### src/rtl/trace_buffer_if.sv
// Capture and read-out channels of the trace buffer.
// The master side drives captures and accepts entries; the slave side is the buffer.
interface trace_buffer_if #(
  parameter int unsigned XLEN = 32
);
  logic            cap_valid;
  logic [XLEN-1:0] cap_pc;
  logic [XLEN-1:0] cap_inst;
  logic            rd_valid;
  logic            rd_ready;
  logic [XLEN-1:0] rd_pc;
  logic [XLEN-1:0] rd_inst;

  modport master (
    output cap_valid, cap_pc, cap_inst, rd_ready,
    input  rd_valid, rd_pc, rd_inst
  );

  modport slave (
    input  cap_valid, cap_pc, cap_inst, rd_ready,
    output rd_valid, rd_pc, rd_inst
  );
endinterface

### src/rtl/trace_buffer.sv
// Post-trigger trace capture FIFO: records PC/instruction pairs, freezes a
// programmable number of captures after a trigger, and drains in FIFO order.
module trace_buffer #(
  parameter int unsigned XLEN      = 32,
  parameter int unsigned DEPTH     = 64,
  parameter int unsigned POST_TRIG = 8
) (
  input  logic                    clk,
  input  logic                    reset,
  input  logic                    en,
  input  logic                    mode,
  input  logic                    clear,
  input  logic                    trig,
  trace_buffer_if.slave           bus,
  output logic [$clog2(DEPTH):0]  count,
  output logic [15:0]             drops,
  output logic                    frozen
);

  localparam int unsigned PTR_W = $clog2(DEPTH);
  localparam int unsigned CNT_W = PTR_W + 1;

  typedef enum logic [1:0] {
    ARMED  = 2'd0,
    POST   = 2'd1,
    FROZEN = 2'd2
  } state_t;

  state_t           state;
  state_t           state_d;
  logic [PTR_W-1:0] wptr;
  logic [PTR_W-1:0] rptr;
  logic [CNT_W-1:0] post_cnt;

  logic [XLEN-1:0]  mem_pc   [DEPTH];
  logic [XLEN-1:0]  mem_inst [DEPTH];

  logic push;
  logic pop;
  logic full;
  logic wr_en;
  logic overwrite;
  logic drop_evt;

  assign full      = (count == CNT_W'(DEPTH));
  assign push      = en && bus.cap_valid && (state != FROZEN);
  assign pop       = bus.rd_valid && bus.rd_ready;
  // When full, a concurrent pop frees the slot the push lands in.
  assign wr_en     = push && (pop || !full || mode);
  assign overwrite = push && full && !pop && mode;
  assign drop_evt  = push && full && !pop;

  assign bus.rd_valid = (count != '0);
  assign bus.rd_pc    = mem_pc[rptr];
  assign bus.rd_inst  = mem_inst[rptr];

  // Trigger sequencing: state register.
  always_ff @(posedge clk or negedge reset) begin
    if (!reset) begin
      state <= ARMED;
    end else begin
      state <= state_d;
    end
  end

  // Trigger sequencing: next state.
  always_comb begin
    state_d = state;
    if (clear) begin
      state_d = ARMED;
    end else begin
      case (state)
        ARMED: begin
          if (trig) begin
            state_d = (POST_TRIG == 0) ? FROZEN : POST;
          end
        end
        POST: begin
          if (push && (post_cnt == CNT_W'(1))) begin
            state_d = FROZEN;
          end
        end
        FROZEN:  state_d = FROZEN;
        default: state_d = ARMED;
      endcase
    end
  end

  // Trigger sequencing: outputs.
  always_comb begin
    frozen = 1'b0;
    if (state == FROZEN) begin
      frozen = 1'b1;
    end
  end

  // Captures remaining after the trigger; the trigger-cycle push is not counted.
  always_ff @(posedge clk or negedge reset) begin
    if (!reset) begin
      post_cnt <= '0;
    end else if (clear) begin
      post_cnt <= '0;
    end else if ((state == ARMED) && trig) begin
      post_cnt <= CNT_W'(POST_TRIG);
    end else if ((state == POST) && push) begin
      post_cnt <= post_cnt - CNT_W'(1);
    end
  end

  // Pointers, occupancy and the saturating lost-entry counter.
  always_ff @(posedge clk or negedge reset) begin
    if (!reset) begin
      wptr  <= '0;
      rptr  <= '0;
      count <= '0;
      drops <= '0;
    end else if (clear) begin
      wptr  <= '0;
      rptr  <= '0;
      count <= '0;
      drops <= '0;
    end else begin
      if (wr_en) begin
        wptr <= wptr + PTR_W'(1);
      end
      if (pop || overwrite) begin
        rptr <= rptr + PTR_W'(1);
      end
      if (push && !pop && !full) begin
        count <= count + CNT_W'(1);
      end else if (pop && !push) begin
        count <= count - CNT_W'(1);
      end
      if (drop_evt && (drops != 16'hFFFF)) begin
        drops <= drops + 16'd1;
      end
    end
  end

  // Entry storage carries no reset; contents are only observed while count is non-zero.
  always_ff @(posedge clk) begin
    if (wr_en && !clear) begin
      mem_pc[wptr]   <= bus.cap_pc;
      mem_inst[wptr] <= bus.cap_inst;
    end
  end

endmodule

### src/flat_wrapper.sv
// flat-port wrapper written by rule: the top's interface ports become plain ports
module trace_buffer_flat 
#(
  parameter int unsigned XLEN      = 32,
  parameter int unsigned DEPTH     = 64,
  parameter int unsigned POST_TRIG = 8
)
  (clk, reset, en, mode, clear, trig, count, drops, frozen, bus_cap_valid, bus_cap_pc, bus_cap_inst, bus_rd_ready, bus_rd_valid, bus_rd_pc, bus_rd_inst);
  trace_buffer_if #(.XLEN(XLEN)) bus_i ();
  input  logic clk;
  input  logic reset;
  input  logic en;
  input  logic mode;
  input  logic clear;
  input  logic trig;
  output logic [$clog2(DEPTH):0] count;
  output logic [15:0] drops;
  output logic frozen;
  input wire logic [$bits(bus_i.cap_valid)-1:0] bus_cap_valid;
  input wire logic [$bits(bus_i.cap_pc)-1:0] bus_cap_pc;
  input wire logic [$bits(bus_i.cap_inst)-1:0] bus_cap_inst;
  input wire logic [$bits(bus_i.rd_ready)-1:0] bus_rd_ready;
  output wire logic [$bits(bus_i.rd_valid)-1:0] bus_rd_valid;
  output wire logic [$bits(bus_i.rd_pc)-1:0] bus_rd_pc;
  output wire logic [$bits(bus_i.rd_inst)-1:0] bus_rd_inst;
  assign bus_i.cap_valid = bus_cap_valid;
  assign bus_i.cap_pc = bus_cap_pc;
  assign bus_i.cap_inst = bus_cap_inst;
  assign bus_i.rd_ready = bus_rd_ready;
  assign bus_rd_valid = bus_i.rd_valid;
  assign bus_rd_pc = bus_i.rd_pc;
  assign bus_rd_inst = bus_i.rd_inst;
  trace_buffer #(.XLEN(XLEN), .DEPTH(DEPTH), .POST_TRIG(POST_TRIG)) u_core (.clk(clk), .reset(reset), .en(en), .mode(mode), .clear(clear), .trig(trig), .bus(bus_i), .count(count), .drops(drops), .frozen(frozen));
endmodule
### config.mk
export PLATFORM = sky130hd
export DESIGN_NAME = trace_buffer_flat
export DESIGN_NICKNAME = d
export VERILOG_FILES = /design/src/rtl/trace_buffer_if.sv /design/src/rtl/trace_buffer.sv /design/src/flat_wrapper.sv
export SDC_FILE = /design/constraint.sdc
export NUM_CORES = 2
export LEC_CHECK = 0
export CAP_MARGIN = 20
export CORE_MARGIN = 2
export CORE_UTILIZATION = 40
export DETAILED_ROUTE_END_ITERATION = 16
export GPL_TIMING_DRIVEN = 0
export PLACE_DENSITY_LB_ADDON = 0.08
export SLEW_MARGIN = 10
export SYNTH_ARGS = -nofsm -noshare
export SYNTH_HDL_FRONTEND = slang
export SYNTH_SLANG_ARGS = --single-unit
### constraint.sdc
create_clock -name clk -period 7.5 [get_ports clk]
set_input_delay 0.75 -clock clk [delete_from_list [all_inputs] [get_ports clk]]
set_output_delay 0.75 -clock clk [all_outputs]
set_load 0.005 [all_outputs]
==> key figures <==
Floorplanning
  • Starting Density: between 40% and 50%
  • Site Rows: 230
  • Core footprint: 0.393 sq mm
  • Die footprint: 0.400 sq mm
  • Die Width: 633 microns
  • Ports: 161
  • Chip Height: 633 microns

Synth
  • Post-Syn Area per Cell: 23.6 sq um
  • Post-Synth Adder-Cell Area: 0.123%
  • Post-Syn Nets: 6787
  • Mapped cell area: around 0.16 sq mm
  • Xor/xnor share of the synthesized area: less than 1%
  • Post-synth EDFFs: 4096
  • Sequential fraction of the synthesis area: between 70% and 80%
  • Ys flop type: edfxtp_1
  • Synth Warn #: 0
  • Largest family of logic cells by synthesized area: multiplexers
  • Multiplexer share of the synthesized area: 16.9%
  • Post-Synthesis Cells: between 6000 and 7000
  • Simple-Gate Fraction of Synth Area: 0.972%
  • Async set-reset flop share out of synthesis: 1.06%
  • Post-synth cell types: 61
  • Post-synthesis compound-gate area fraction: 2.15%
  • #FFs+latches synth: 4140

Clock tree
  • Worst-skew pair later-pin latency: 1.02 ns
  • CTS tree: built
  • Sink Count: 4140
  • Clock buffer depth: 4
  • H-tree levels: 5
  • Resize count post-CTS: 0
  • CTS Hold Buffers Added: 4
  • Clock slew seen by the registers of the worst setup and hold paths: 0.06 ns
  • Inserted Clock Buffers: 447
  • Setup bufs post-CTS: 0
  • Root buffer cell: clkbuf_16

Critical path
  • Worst EP required: 6.75 ns
  • Critical Path AT: 6.32 ns
  • Crit end category: output pin
  • Largest fanout on the critical path: 12
  • Setup CP Type: register to output pin
  • Setup slack, reg-to-reg: 3.22 ns
  • CP Launch Type: register

Power
  • Max IR drop VDD: 0.000232 V
  • Sequential share of power: 44.3%
  • Internal power: 42.6 mW
  • Sw frac: 26.2%
  • Comb power frac: 17.2%
  • LEAKAGE: 58.2 nW
  • Clk network pwr share: roughly two fifths
  • Pwr dens: 304 mW/mm^2
  • Switch Pwr: around 15 mW

Drt
  • DRC Markers: 0
  • DR pass1 iterations: 6
  • Number of DRC markers in iteration 0: around 12000
  • Routed WL per cell: 41.5 microns
  • Residual antenna-violating net count after detailed routing: 0
  • WL final: between 500000 and 600000 microns
  • Vias post-DR: a little over 80000
  • Vias per std cell: just over 6

Global routing
  • Grt total ovfl: 0
  • First-pass GRT wire length: ~730000 microns
  • Vias in the first global route: 79900
  • GRT Resource Usage Total: 27.5%
  • Initial antenna violation count: 33
  • Largest net degree at the start of global routing: 64

Finish
  • Final nets: 7810
  • Number of fill cells in the layout: 32000
  • Area Overhead vs Synth: 19.9%
  • Post-route core utilization: 48.2%
  • Share of cells above drive strength 1: 31.0%

Run status
  • Status: finished clean

STA
  • Worst-margin pin slew: 1.27 ns
  • Crit path time final: 7.07 ns
  • Layout Skew: 0.0576 ns
  • # setup viols final: 0
  • Final Hold Fails: 0
  • Fin crit share: 94.3%
  • Fmax achieved: ~140 MHz
  • Total Neg Setup Slack: 0 ns
  • Final number of max-transition violations: 0
  • RSZ-0062 raised after global routing: no
  • Max-slew headroom: 13.1%

Flow run
  • Max-Cap Viols: 0

Placed design
  • Port Buffers: 160
  • Final GP Congestion: 0.796
  • Detail Placement HPWL: 393000 microns

Min path
  • Hold Crit Class: input pin to register
==> layout make-up <==
class | count | area, sq um | share of cell area, %
plain buffers | 368 | 1960 | 1.03
clock inverters | 290 | 2980 | 1.57
flip-flops and latches | 4140 | 124000 | 65.4
multi-input cells | 2181 | 32600 | 17.2
well taps | 5220 | 6530 | 3.44
clock buffers | 540 | 11700 | 6.17
repair buffers | 574 | 9710 | 5.12
inverters | 11 | 41.3 | 0.0218
diodes | 10 | 25.0 | 0.0132
==> cells in the final DEF, fill, tap and decap left out, types with 77 or more instances in the layout <==
| master | instances |
|---|---|
| a22oi_1 | 90 |
| edfxtp_1 | 4096 |
| clkbuf_1 | 190 |
| clkinv_1 | 114 |
| clkinv_2 | 77 |
| mux2i_1 | 220 |
| buf_2 | 187 |
| mux4_2 | 1088 |
| clkdlybuf4s50_1 | 95 |
| buf_12 | 308 |
| clkbuf_16 | 452 |
==> registers in the layout (all words and copies together) (netlist names) <==
name	cells
u_core.mem_pc	2048
u_core.drops	16
u_core.wptr	6
u_core.count	7
u_core.rptr	6
u_core.post_cnt	7
u_core.mem_inst	2048
u_core.state	2
==> synthesized netlist by cell type, types with 27 or more instances <==
master / instances / share of area [%]
a22oi_1: 90 / 0.43
mux2i_1: 220 / 1.4
o211ai_1: 31 / 0.15
a21oi_1: 59 / 0.19
nor2_1: 140 / 0.33
nand2_1: 66 / 0.16
buf_1: 27 / 0.064
a211oi_1: 57 / 0.27
mux4_2: 1088 / 15
buf_2: 111 / 0.35
o21ai_0: 76 / 0.24
buf_4: 48 / 0.23
a221oi_1: 29 / 0.16
dfrtp_1: 44 / 0.70
edfxtp_1: 4096 / 78
clkbuf_1: 158 / 0.38
o22ai_1: 62 / 0.25
==> through the flow <==
stage / setup WS (ns) / std cells / hold WS, ns / power [mW] / cell area, sq um
after floorplan: 2.45 / 6700 / 0.454 / 31.6 / 158000
after global placement: -5.47 / 12100 / 0.518 / 35.8 / 166000
after detailed placement: 1.56 / 12500 / 0.528 / 36.0 / 175000
after CTS: 0.456 / 13300 / 0.00799 / 58.1 / 190000
after global routing: 0.383 / 13300 / 0.0564 / 59.2 / 190000
final: 0.427 / 13300 / 0.0871 / 57.6 / 190000
==> critical path, cell delays in order, from the launching register on <==
cell and delay, ns:
dfrtp_1 0.33, clkbuf_1 0.43, buf_2 0.39, buf_2 0.92
nand2b_1 0.49, clkbuf_2 0.57, o211ai_1 0.58, o21ai_0 0.17
a22oi_1 0.73, clkdlybuf4s50_1 0.66
==> power groups by stage <==
| stage | clock, mW | sequential, mW | combinational (mW) |
|---|---|---|---|
| after CTS | 22.5 | 25.5 | 10.0 |
| final | 22.2 | 25.5 | 9.89 |
| after floorplan | 0 | 26.0 | 5.58 |
| after detailed placement | 0 | 26.0 | 9.98 |
| after global placement | 0 | 26.1 | 9.75 |
| after global routing | 23.4 | 25.5 | 10.3 |
==> logic make-up (layout without fill, tap and decap cells) <==
| kind of cell | after synthesis | after routing |
|---|---|---|
| flops | 4140 | 4140 |
| mux | 1308 | 1308 |
| compound gates | 503 | 503 |
| buf+inv | 379 | 1783 |
| simple gates | 324 | 324 |
| xor+xnor | 31 | 31 |
| fa+ha+maj | 15 | 15 |
| other cells | 0 | 10 |
==> per-layer routing <==
metal | wire (microns) | GRT usage (%) | vias to the layer above
met4 | 20500 | 9.24 | 8
met1 | 228000 | 38.8 | 45100
met2 | 261000 | 43.7 | 4091
met5 | 57 | 0 | -
li1 | - | - | 31100
met3 | 44000 | 4.42 | 807
==> final timing paths <==
check / cells past startpoint / from / to
max: 9 / u_core.rptr[3] / bus_rd_pc[10]
min: 1 / bus_cap_inst[17] / u_core.mem_inst[32][17]
max reg2reg: 11 / u_core.state[0] / u_core.mem_pc[22][1]
min reg2reg: 2 / u_core.count[5] / u_core.count[5]
max in group asynchronous: 3 / reset / u_core.wptr[2]
min in group asynchronous: 2 / reset / u_core.count[1]
No activity file was read; power rests on OpenSTA's default activity.
